**config.mk**
```make
export PLATFORM = sky130hd
export DESIGN_NAME = frame_loader
export DESIGN_NICKNAME = d
export VERILOG_FILES = /design/src/rtl/display_pkg.sv /design/src/rtl/pixel_unpack.sv /design/src/rtl/frame_loader.sv
export SDC_FILE = /design/constraint.sdc
export NUM_CORES = 1
export LEC_CHECK = 0
export ABC_AREA = 1
export ABC_CLOCK_PERIOD_IN_PS = 3400
export CORE_MARGIN = 3
export CORE_UTILIZATION = 50
export DETAILED_ROUTE_END_ITERATION = 10
export PLACE_DENSITY_LB_ADDON = 0.12
export SYNTH_ARGS = -nofsm -noshare
export SYNTH_HDL_FRONTEND = slang
export SYNTH_SLANG_ARGS = --single-unit
```
**constraint.sdc**
```tcl
create_clock -name clk -period 3.4 [get_ports clk]
set_input_delay 0.34 -clock clk [delete_from_list [all_inputs] [get_ports clk]]
set_output_delay 0.34 -clock clk [all_outputs]
set_load 0.02 [all_outputs]
```
**src/rtl/display_pkg.sv**
```systemverilog
// rtl/display_pkg.sv - shared constants, pixel formats and FSM states for the frame loader
package display_pkg;

   localparam int PIXEL_WIDTH = 24;

   localparam logic FMT_RGB888 = 1'b0;
   localparam logic FMT_RGB565 = 1'b1;

   typedef enum logic [1:0] {
      ST_IDLE      = 2'd0,
      ST_LOAD      = 2'd1,
      ST_FLIP_WAIT = 2'd2
   } state_t;

   // Widen 5/6-bit channels by replicating their top bits so full-scale maps to 0xFF.
   function automatic logic [PIXEL_WIDTH-1:0] expand_565(input logic [15:0] w);
      return {w[15:11], w[15:13], w[10:5], w[10:9], w[4:0], w[4:2]};
   endfunction

endpackage

```
**src/rtl/pixel_unpack.sv**
```systemverilog
// rtl/pixel_unpack.sv - assembles big-endian stream bytes into 24-bit pixels
module pixel_unpack
   import display_pkg::*;
(
   input  logic                   clk,
   input  logic                   rst,
   input  logic                   start,
   input  logic                   accept,
   input  logic                   fmt,
   input  logic [7:0]             byte_data,
   output logic                   pix_done,
   output logic [PIXEL_WIDTH-1:0] pix_rgb,
   output logic                   phase_zero_nxt
);

   logic        fmt_q;
   logic [1:0]  phase;
   logic [15:0] hold;
   logic        fmt_eff;
   logic [1:0]  phase_eff;
   logic [1:0]  last_phase;
   logic [1:0]  phase_nxt;

   // A start byte is always byte 0 and uses the format presented with it.
   always_comb begin
      fmt_eff        = start ? fmt : fmt_q;
      phase_eff      = start ? 2'd0 : phase;
      last_phase     = (fmt_eff == FMT_RGB565) ? 2'd1 : 2'd2;
      pix_done       = accept && (phase_eff == last_phase);
      phase_nxt      = phase;
      if (accept) begin
         phase_nxt = pix_done ? 2'd0 : phase_eff + 2'd1;
      end
      phase_zero_nxt = (phase_nxt == 2'd0);
      pix_rgb        = (fmt_eff == FMT_RGB565) ? expand_565({hold[7:0], byte_data})
                                               : {hold, byte_data};
   end

   always_ff @(posedge clk or negedge rst) begin
      if (!rst) begin
         fmt_q <= FMT_RGB888;
         phase <= 2'd0;
         hold  <= 16'd0;
      end else begin
         if (start) begin
            fmt_q <= fmt;
         end
         if (accept) begin
            phase <= phase_nxt;
            hold  <= {hold[7:0], byte_data};
         end
      end
   end

endmodule

```
**src/rtl/frame_loader.sv**
```systemverilog
// rtl/frame_loader.sv - loads a byte-stream frame into display memory and flips banks
module frame_loader
   import display_pkg::*;
#(
   parameter int ROWS    = 8,
   parameter int COLUMNS = 32
) (
   input  logic                       clk,
   input  logic                       rst,
   input  logic                       fmt,
   input  logic [7:0]                 in_data,
   input  logic                       in_valid,
   input  logic                       in_sot,
   input  logic                       in_eot,
   input  logic                       safe_flip,
   output logic                       wen,
   output logic [$clog2(ROWS)-1:0]    wrow,
   output logic [$clog2(COLUMNS)-1:0] wcol,
   output logic [PIXEL_WIDTH-1:0]     wdata,
   output logic                       flip,
   output logic                       busy,
   output logic                       frame_done,
   output logic                       frame_error
);

   localparam int RB   = $clog2(ROWS);
   localparam int CB   = $clog2(COLUMNS);
   localparam int NPIX = ROWS * COLUMNS;
   localparam int CW   = RB + CB + 1;
   localparam logic [CW-1:0] FULL_CNT = CW'(NPIX);

   state_t                 state;
   state_t                 state_nxt;
   logic [CW-1:0]          cnt;
   logic [CW-1:0]          cnt_base;
   logic [CW-1:0]          cnt_nxt;
   logic                   ovf;
   logic                   ovf_nxt;
   logic                   sot_byte;
   logic                   data_byte;
   logic                   full;
   logic                   accept;
   logic                   eot_eval;
   logic                   frame_good;
   logic                   err_set;
   logic                   flip_set;
   logic                   pix_done;
   logic                   phase_zero_nxt;
   logic [PIXEL_WIDTH-1:0] pix_rgb;

   pixel_unpack u_unpack (
      .clk            (clk),
      .rst            (rst),
      .start          (sot_byte),
      .accept         (accept),
      .fmt            (fmt),
      .byte_data      (in_data),
      .pix_done       (pix_done),
      .pix_rgb        (pix_rgb),
      .phase_zero_nxt (phase_zero_nxt)
   );

   // End-of-frame is judged on the state as it will be after this cycle's byte.
   always_comb begin
      sot_byte   = in_valid && in_sot && (state != ST_FLIP_WAIT);
      data_byte  = in_valid && !in_sot && (state == ST_LOAD);
      full       = (cnt == FULL_CNT);
      accept     = sot_byte || (data_byte && !full);
      cnt_base   = sot_byte ? '0 : cnt;
      cnt_nxt    = cnt_base + CW'(pix_done);
      ovf_nxt    = (sot_byte ? 1'b0 : ovf) || (data_byte && full);
      eot_eval   = in_eot && ((state == ST_LOAD) || sot_byte);
      frame_good = (cnt_nxt == FULL_CNT) && phase_zero_nxt && !ovf_nxt;
   end

   always_ff @(posedge clk or negedge rst) begin
      if (!rst) begin
         state <= ST_IDLE;
      end else begin
         state <= state_nxt;
      end
   end

   always_comb begin
      state_nxt = state;
      err_set   = 1'b0;
      flip_set  = 1'b0;
      busy      = (state != ST_IDLE);
      unique case (state)
         ST_IDLE: begin
            if (sot_byte) begin
               state_nxt = ST_LOAD;
            end
         end
         ST_LOAD: begin
            state_nxt = ST_LOAD;
         end
         ST_FLIP_WAIT: begin
            if (safe_flip) begin
               state_nxt = ST_IDLE;
               flip_set  = 1'b1;
            end
         end
         default: begin
            state_nxt = ST_IDLE;
         end
      endcase
      if (eot_eval) begin
         if (frame_good) begin
            state_nxt = ST_FLIP_WAIT;
         end else begin
            state_nxt = ST_IDLE;
            err_set   = 1'b1;
         end
      end
   end

   // Pixel address is the pre-increment count, split row-major.
   always_ff @(posedge clk or negedge rst) begin
      if (!rst) begin
         cnt         <= '0;
         ovf         <= 1'b0;
         wen         <= 1'b0;
         wrow        <= '0;
         wcol        <= '0;
         wdata       <= '0;
         flip        <= 1'b0;
         frame_done  <= 1'b0;
         frame_error <= 1'b0;
      end else begin
         cnt         <= cnt_nxt;
         ovf         <= ovf_nxt;
         wen         <= pix_done;
         if (pix_done) begin
            wrow  <= cnt[RB+CB-1:CB];
            wcol  <= cnt[CB-1:0];
            wdata <= pix_rgb;
         end
         flip        <= flip ^ flip_set;
         frame_done  <= flip_set;
         frame_error <= err_set;
      end
   end

endmodule

```
# --- Word-level counts from Yosys, hierarchy flattened ---
# Index checks and enable logic that the tools add are counted.
word_totals:
  out_inout_bits: 37
  inputBits: 15
  ff_bits: 67
  elab_cells: 61
op_classes:
  mux: 17
  reduce_logical: 20
  bitwise_logic: 1
  n_eq_ne: 8
  add_sub_neg: 2
op_table:
  columns: ["op", "count"]
  rows:
  - ["$mux W24", 1]
  - ["$eq A9 B9 Y1 const B", 2]
  - ["$mux W2", 8]
  - ["$logic_and A1 B1 Y1", 10]
  - ["$add A9 B1 Y9", 1]
  - ["$mux W9", 1]
  - ["$mux W1", 6]
  - ["$pmux W2 S3", 1]
  - ["$logic_not A2 Y1", 2]
  - ["$logic_not A1 Y1", 3]
  - ["$logic_or A1 B1 Y1", 3]
  - ["$ne A3 B2 Y1 const B", 1]
  - ["$ne A3 B3 Y1 const B", 1]
  - ["$add A2 B1 Y2 const B", 1]
  - ["$eq A2 B1 Y1 const B", 1]
  - ["$eq A2 B2 Y1", 1]
  - ["$eq A2 B2 Y1 const B", 1]
  - ["$ne A2 B2 Y1 const B", 1]
  - ["$reduce_and A2 Y1", 1]
  - ["$reduce_bool A2 Y1", 1]
  - ["$xor A1 B1 Y1", 1]

# --- Depth between registers and ports, before layout ---
logic_depth:
  depth_word: 13
  ltp_mapped: 24
  ltp_nobuf: 23

# --- Hierarchy ---
# Synthesis repeated with hierarchy kept, for this count alone.
hier_totals:
  hier_cells: 337
  hier_area_um2: 3095.5
modules_own_cells:
  columns: ["mod", "seq_area_each_um2", "instances", "cells_per_inst", "area_per_inst_um2"]
  rows:
  - ["frame_loader", 1201.2, 1, 192, 2069.5]
  - ["pixel_unpack", 475.5, 1, 145, 1026.0]

# --- Worst setup path after synthesis ---
# Ideal clock, no wire load.
synth_timing:
  path_type: "register -> register"
  startpoint: "register state[0]"
  endpoint: "register frame_error"
  setup_slack_ns: 0.848
  t_arrival_ns: 2.438
  setup_ns: 0.113
  n_path_buf: 2
  stages_incl_launch_ff: 25
  required_ns: 3.287
  synth_period_minus_slack_ns: 2.552
  path_cell_list: "dfrtp_1 > inv_2 > nand2_4 > nand2_4 > buf_12 > nand2_2 > nand3_2 > nand2_2 > inv_2 > nand3_2 > inv_2 > buf_6 > ha_1 > ha_1 > nand2_1 > inv_1 > nand3_1 > nor2_2 > nand2_1 > nand2_1 > nand3_1 > nor2_2 > nand3_1 > nand2_1 > inv_1"
synth_via:
  elab_chain_cells: 13
  elab_cells_between_ends: 28
  cone_classes: "2 x add/sub; 4 x eq/ne; 9 x mux; 13 x reduce/logical"
synth_lines:
  columns: ["item", "line_no", "source"]
  rows:
  - ["from (decl)", "frame_loader.sv:32", "state_t state;"]
  - ["from (signal assigned)", "frame_loader.sv:80", "state <= state_nxt;"]
  - ["$ne A2 B2 Y1", "frame_loader.sv:65", "sot_byte = in_valid && in_sot && (state != ST_FLIP_WAIT);"]
  - ["$logic_and A1 B1 Y1", "frame_loader.sv:65", null]
  - ["$mux W1", null, null]
  - ["$mux W2", "pixel_unpack.sv:28", "last_phase = (fmt_eff == FMT_RGB565) ? 2'd1 : 2'd2;"]
  - ["$eq A2 B2 Y1", "pixel_unpack.sv:29", "pix_done = accept && (phase_eff == last_phase);"]
  - ["$logic_and A1 B1 Y1 (*)", "pixel_unpack.sv:29", null]
  - ["via pix_done", "frame_loader.sv:47", "logic pix_done;"]
  - ["parallel branches: the longest is 3 deep, another holds $add A9 B1 Y9", null, null]
  - ["$logic_and A1 B1 Y1 (*) (2 in a row)", "frame_loader.sv:73", "frame_good = (cnt_nxt == FULL_CNT) && phase_zero_nxt && !ovf_nxt;"]
  - ["$mux W1 (*)", "frame_loader.sv:109", "if (frame_good) begin"]
  - ["$mux W1 (*)", "frame_loader.sv:108", "if (eot_eval) begin"]
  - ["via err_set", "frame_loader.sv:45", "logic err_set;"]
  - ["to (signal assigned)", "frame_loader.sv:141", "frame_error <= err_set;"]
  - ["to (decl)", "frame_loader.sv:23", "output logic frame_error"]
# Mark *: on every way through the listed nets, which the timed path passes.
# A chain may end at the register's enable or synchronous reset.

# --- Worst setup path in the final report ---
layout_timing:
  startpoint: "register state[0]"
  endpoint: "register frame_error"
layout_via:
  elab_chain_cells: 13
  elab_cells_between_ends: 28
  cone_classes: "2 x add/sub; 4 x eq/ne; 9 x mux; 13 x reduce/logical"
layout_lines:
  columns: ["item", "line_no"]
  rows:
  - ["parallel branches: the longest is 12 deep, another holds $add A9 B1 Y9", null]
  - ["$mux W1 (*)", "frame_loader.sv:108"]
  - ["via err_set", "frame_loader.sv:45"]
# Marks and branches as above.

==> results_dict.tcl <==
set metrics [dict create \
    skew_ps 6.794 \
    drive_above_1_share 0.1332 \
    net-switching-power_mw 0.9582 \
    grt_max_degree 47 \
    power_density_mw_per_mm2 715.9 \
    post-cts-setup-buffers 0 \
    slew_viol_final 0 \
    hold_viol 0 \
    muxShareOfSynthArea 0.003524 \
    drv_cap 0 \
    fin_crit_ps 2777 \
    clk_path_buf_depth 2 \
    synth_top_family_by_area "simple AND/OR/NAND/NOR gates" \
    synth_compound_area_frac 0.1155 \
    vias 2482 \
    period_share 0.8167 \
    setup_tns_ps 0 \
    drt_iter0_markers 158 \
    gp_congestion 0.9066 \
    synthToLayoutAreaGrowth_pct 21.69 \
    drc 0 \
    insertion_delay_ps 340 \
    pwr-share-seq 0.405 \
    dpl-instance-area_mm2 0.003695 \
    path_max_fanout 21 \
    start_util 0.5273 \
    dp_hpwl_um 4499 \
    clock.fmax_ghz 0.3601 \
    post_cts_resized 0 \
    antenna_found_initial 0 \
    grt_pass1_wl_um 11340 \
    crit_type "reg -> reg" \
    required_ps 3640 \
    syn-num-nets 390 \
    synth_area_mm2 0.003196 \
    fp.dieW_um 85.95 \
    crit_family "simple AND/OR/NAND/NOR gates" \
    synth-xor-area-share 0.008222 \
    yosys.area_share.adder 0.01175 \
    power.leakage_nw 1.929 \
    status "completed" \
    worst_slew_pin_slew_ps 803.5 \
    nets 442 \
    synth_seq_cells 67 \
    drtPass1Iterations 6 \
    ctsHoldBuffers 0 \
    final_area_mm2 0.003889 \
    p_int_mw 1.826 \
    path_cells "inv_2 -> nand2_4 -> nand2_4 -> nand2_1 -> nand2_1 -> nand2_2 -> inv_2 -> nand3_2 -> inv_2 -> ha_1 -> ha_1 -> nand2_1 -> inv_1 -> nand3_1 -> nor2_2 -> nand2_1 -> nand2_1 -> nand3_1 -> nor2_2 -> nand3_1 -> nand2_1 -> inv_1" \
    avgSynthCellArea_um2 8.590 \
    cp_slowest_cell "dfrtp_1" \
    io_buffer_count 51 \
    whs_ps 84.65 \
    diodes 0 \
    core_area_mm2 0.006061 \
    numCtsBuffers 9 \
    wl_per_cell_um 12.89 \
    viasPerCell 4.934 \
    die-area_mm2 0.007387 \
    grt_util_all_layers 0.1964 \
    totalWireLength_um 6484 \
    synth.yosys.seq_area_share 0.5247 \
    htreeDepth 3 \
    place_inst 488 \
    synth_cell_types 27 \
    yosys.area_share.simple 0.2428 \
    setup_viol 0 \
    netSwitchingFraction 0.3442 \
    vdd_drop_max_mv 0.4564 \
    syn_inst 372 \
    cts_tree "built" \
    clockPowerShare 0.238 \
    cts_sinks 67 \
    fin_cells 503 \
    grt_pass1_vias 2438 \
    cts-root-buf "clkbuf_8" \
    finalPower_mw 2.784 \
    ant_nets 0 \
    slowest_delay_ps 410 \
    combPwrFrac 0.357 \
    clkTransAtPathRegs_ps 70 \
    worst-path-buf-inv 5 \
    critical_path_arrival_ps 3020 \
    relSlewSlack 0.4643 \
    startpoint_type "flop" \
    num_io_pins 52 \
    crit_top_cell "nand2_1" \
    std_cell_rows 28 \
    grt.overflow.total 0 \
    end_kind "flop" \
    die_y_um 85.95 \
    hold_class "in -> async" \
    ys_warn_count 0 \
    rsz0062_at_grt "false" \
]
-- layer usage --
metal,track usage,vias to the layer above,wire [um]
met4,0.08633,0,98
met3,0.04323,9,390
li1,-,1270,-
met5,0,-,0
met1,0.2795,1138,3191
met2,0.2880,65,2803
-- worst reg2reg max path, delay by kind of cell, from the launching register on --
family | cells | cell delay (ps)
simple gates | 15 | 1500
buf+inv | 5 | 440
flops | 1 | 410
fa+ha+maj | 2 | 340
-- power groups by stage --
stage	clock network (mW)	registers, mW	logic (mW)
2_1_floorplan	0	1.32	0.400
3_3_place_gp	0	1.14	0.985
3_5_place_dp	0	1.14	1.00
4_1_cts	0.676	1.13	1.01
5_1_grt	0.711	1.15	1.10
6_report	0.664	1.13	0.993
-- layout make-up --
class | instances | area (um^2)
sequential | 67 | 1677
timing repair buffer | 56 | 543.0
clock buffer | 13 | 158.9
tap | 75 | 93.84
inverter | 43 | 161.4
clock inverter | 2 | 35.03
multi-input combinational | 247 | 1220
fill | 532 | 2172
-- Yosys cell counts (all sizes together) --
master | number | area share
nand2 | 134 | 0.17
dfrtp | 67 | 0.52
o21ai | 50 | 0.096
inv | 43 | 0.051
nor2 | 22 | 0.030
nand3 | 21 | 0.038
buf | 11 | 0.038
clkbuf | 4 | 0.0047
nand4 | 4 | 0.0078
a21oi | 3 | 0.0047
ha | 3 | 0.012
o211ai | 2 | 0.0078
xor2 | 2 | 0.0055
a211oi | 1 | 0.0024
a21boi | 1 | 0.0024
mux2 | 1 | 0.0035
nor3 | 1 | 0.0016
o21a | 1 | 0.0024
xnor2 | 1 | 0.0027
-- final timing paths --
path / slack [ps] / endpoint / depth (start not counted) / startpoint
max: 620 / frame_error$_DFF_PN0_ / 22 / state[0]$_DFFE_PN0P_
min: 80 / wdata[12]$_DFFE_PN0P_ / 1 / rst
max reg2reg: 620 / frame_error$_DFF_PN0_ / 22 / state[0]$_DFFE_PN0P_
min reg2reg: 470 / flip$_DFF_PN0_ / 1 / flip$_DFF_PN0_
max in group asynchronous: 2400 / wdata[22]$_DFFE_PN0P_ / 2 / rst
min in group clk: 470 / flip$_DFF_PN0_ / 1 / flip$_DFF_PN0_
-- through the flow --
| step | utilization | setup slack, ps |
|---|---|---|
| floorplan | - | 848.4 |
| CTS | 0.6416 | 608.7 |
| global route | 0.6416 | 245.6 |
| detailed placement | 0.6096 | 281.0 |
| finish | 0.6416 | 623.1 |
| global placement | 0.6096 | 363.3 |
-- cells in the final DEF (no fill, tap or decap), types with 4 or more instances in the layout --
cell type and count:
nand2_1 127, dfrtp_1 67, clkdlybuf4s50_1 50, inv_1 38
o21ai_0 35, nand3_1 18, nor2_1 17, o21ai_2 15
clkbuf_8 11, inv_2 5, nand2_2 5, nor2_2 5
buf_4 5, nand4_1 4
-- cells by family after synthesis --
kind of cell | count (synthesis)
adder cells (fa/ha/maj) | 3
AO/OA/AOI/OAI | 58
AND/OR/NAND/NOR | 182
multiplexers | 1
XOR/XNOR | 3
buffers and inverters | 58
flip-flops | 67
-- registers in the layout, indices dropped and copies added, names as in the netlist, 2 cells and up --
signal and count:
cnt 9, state 2, u_unpack.hold 16, u_unpack.phase 2
wcol 5, wdata 24, wrow 3
Power figures use the tool's default switching activity.
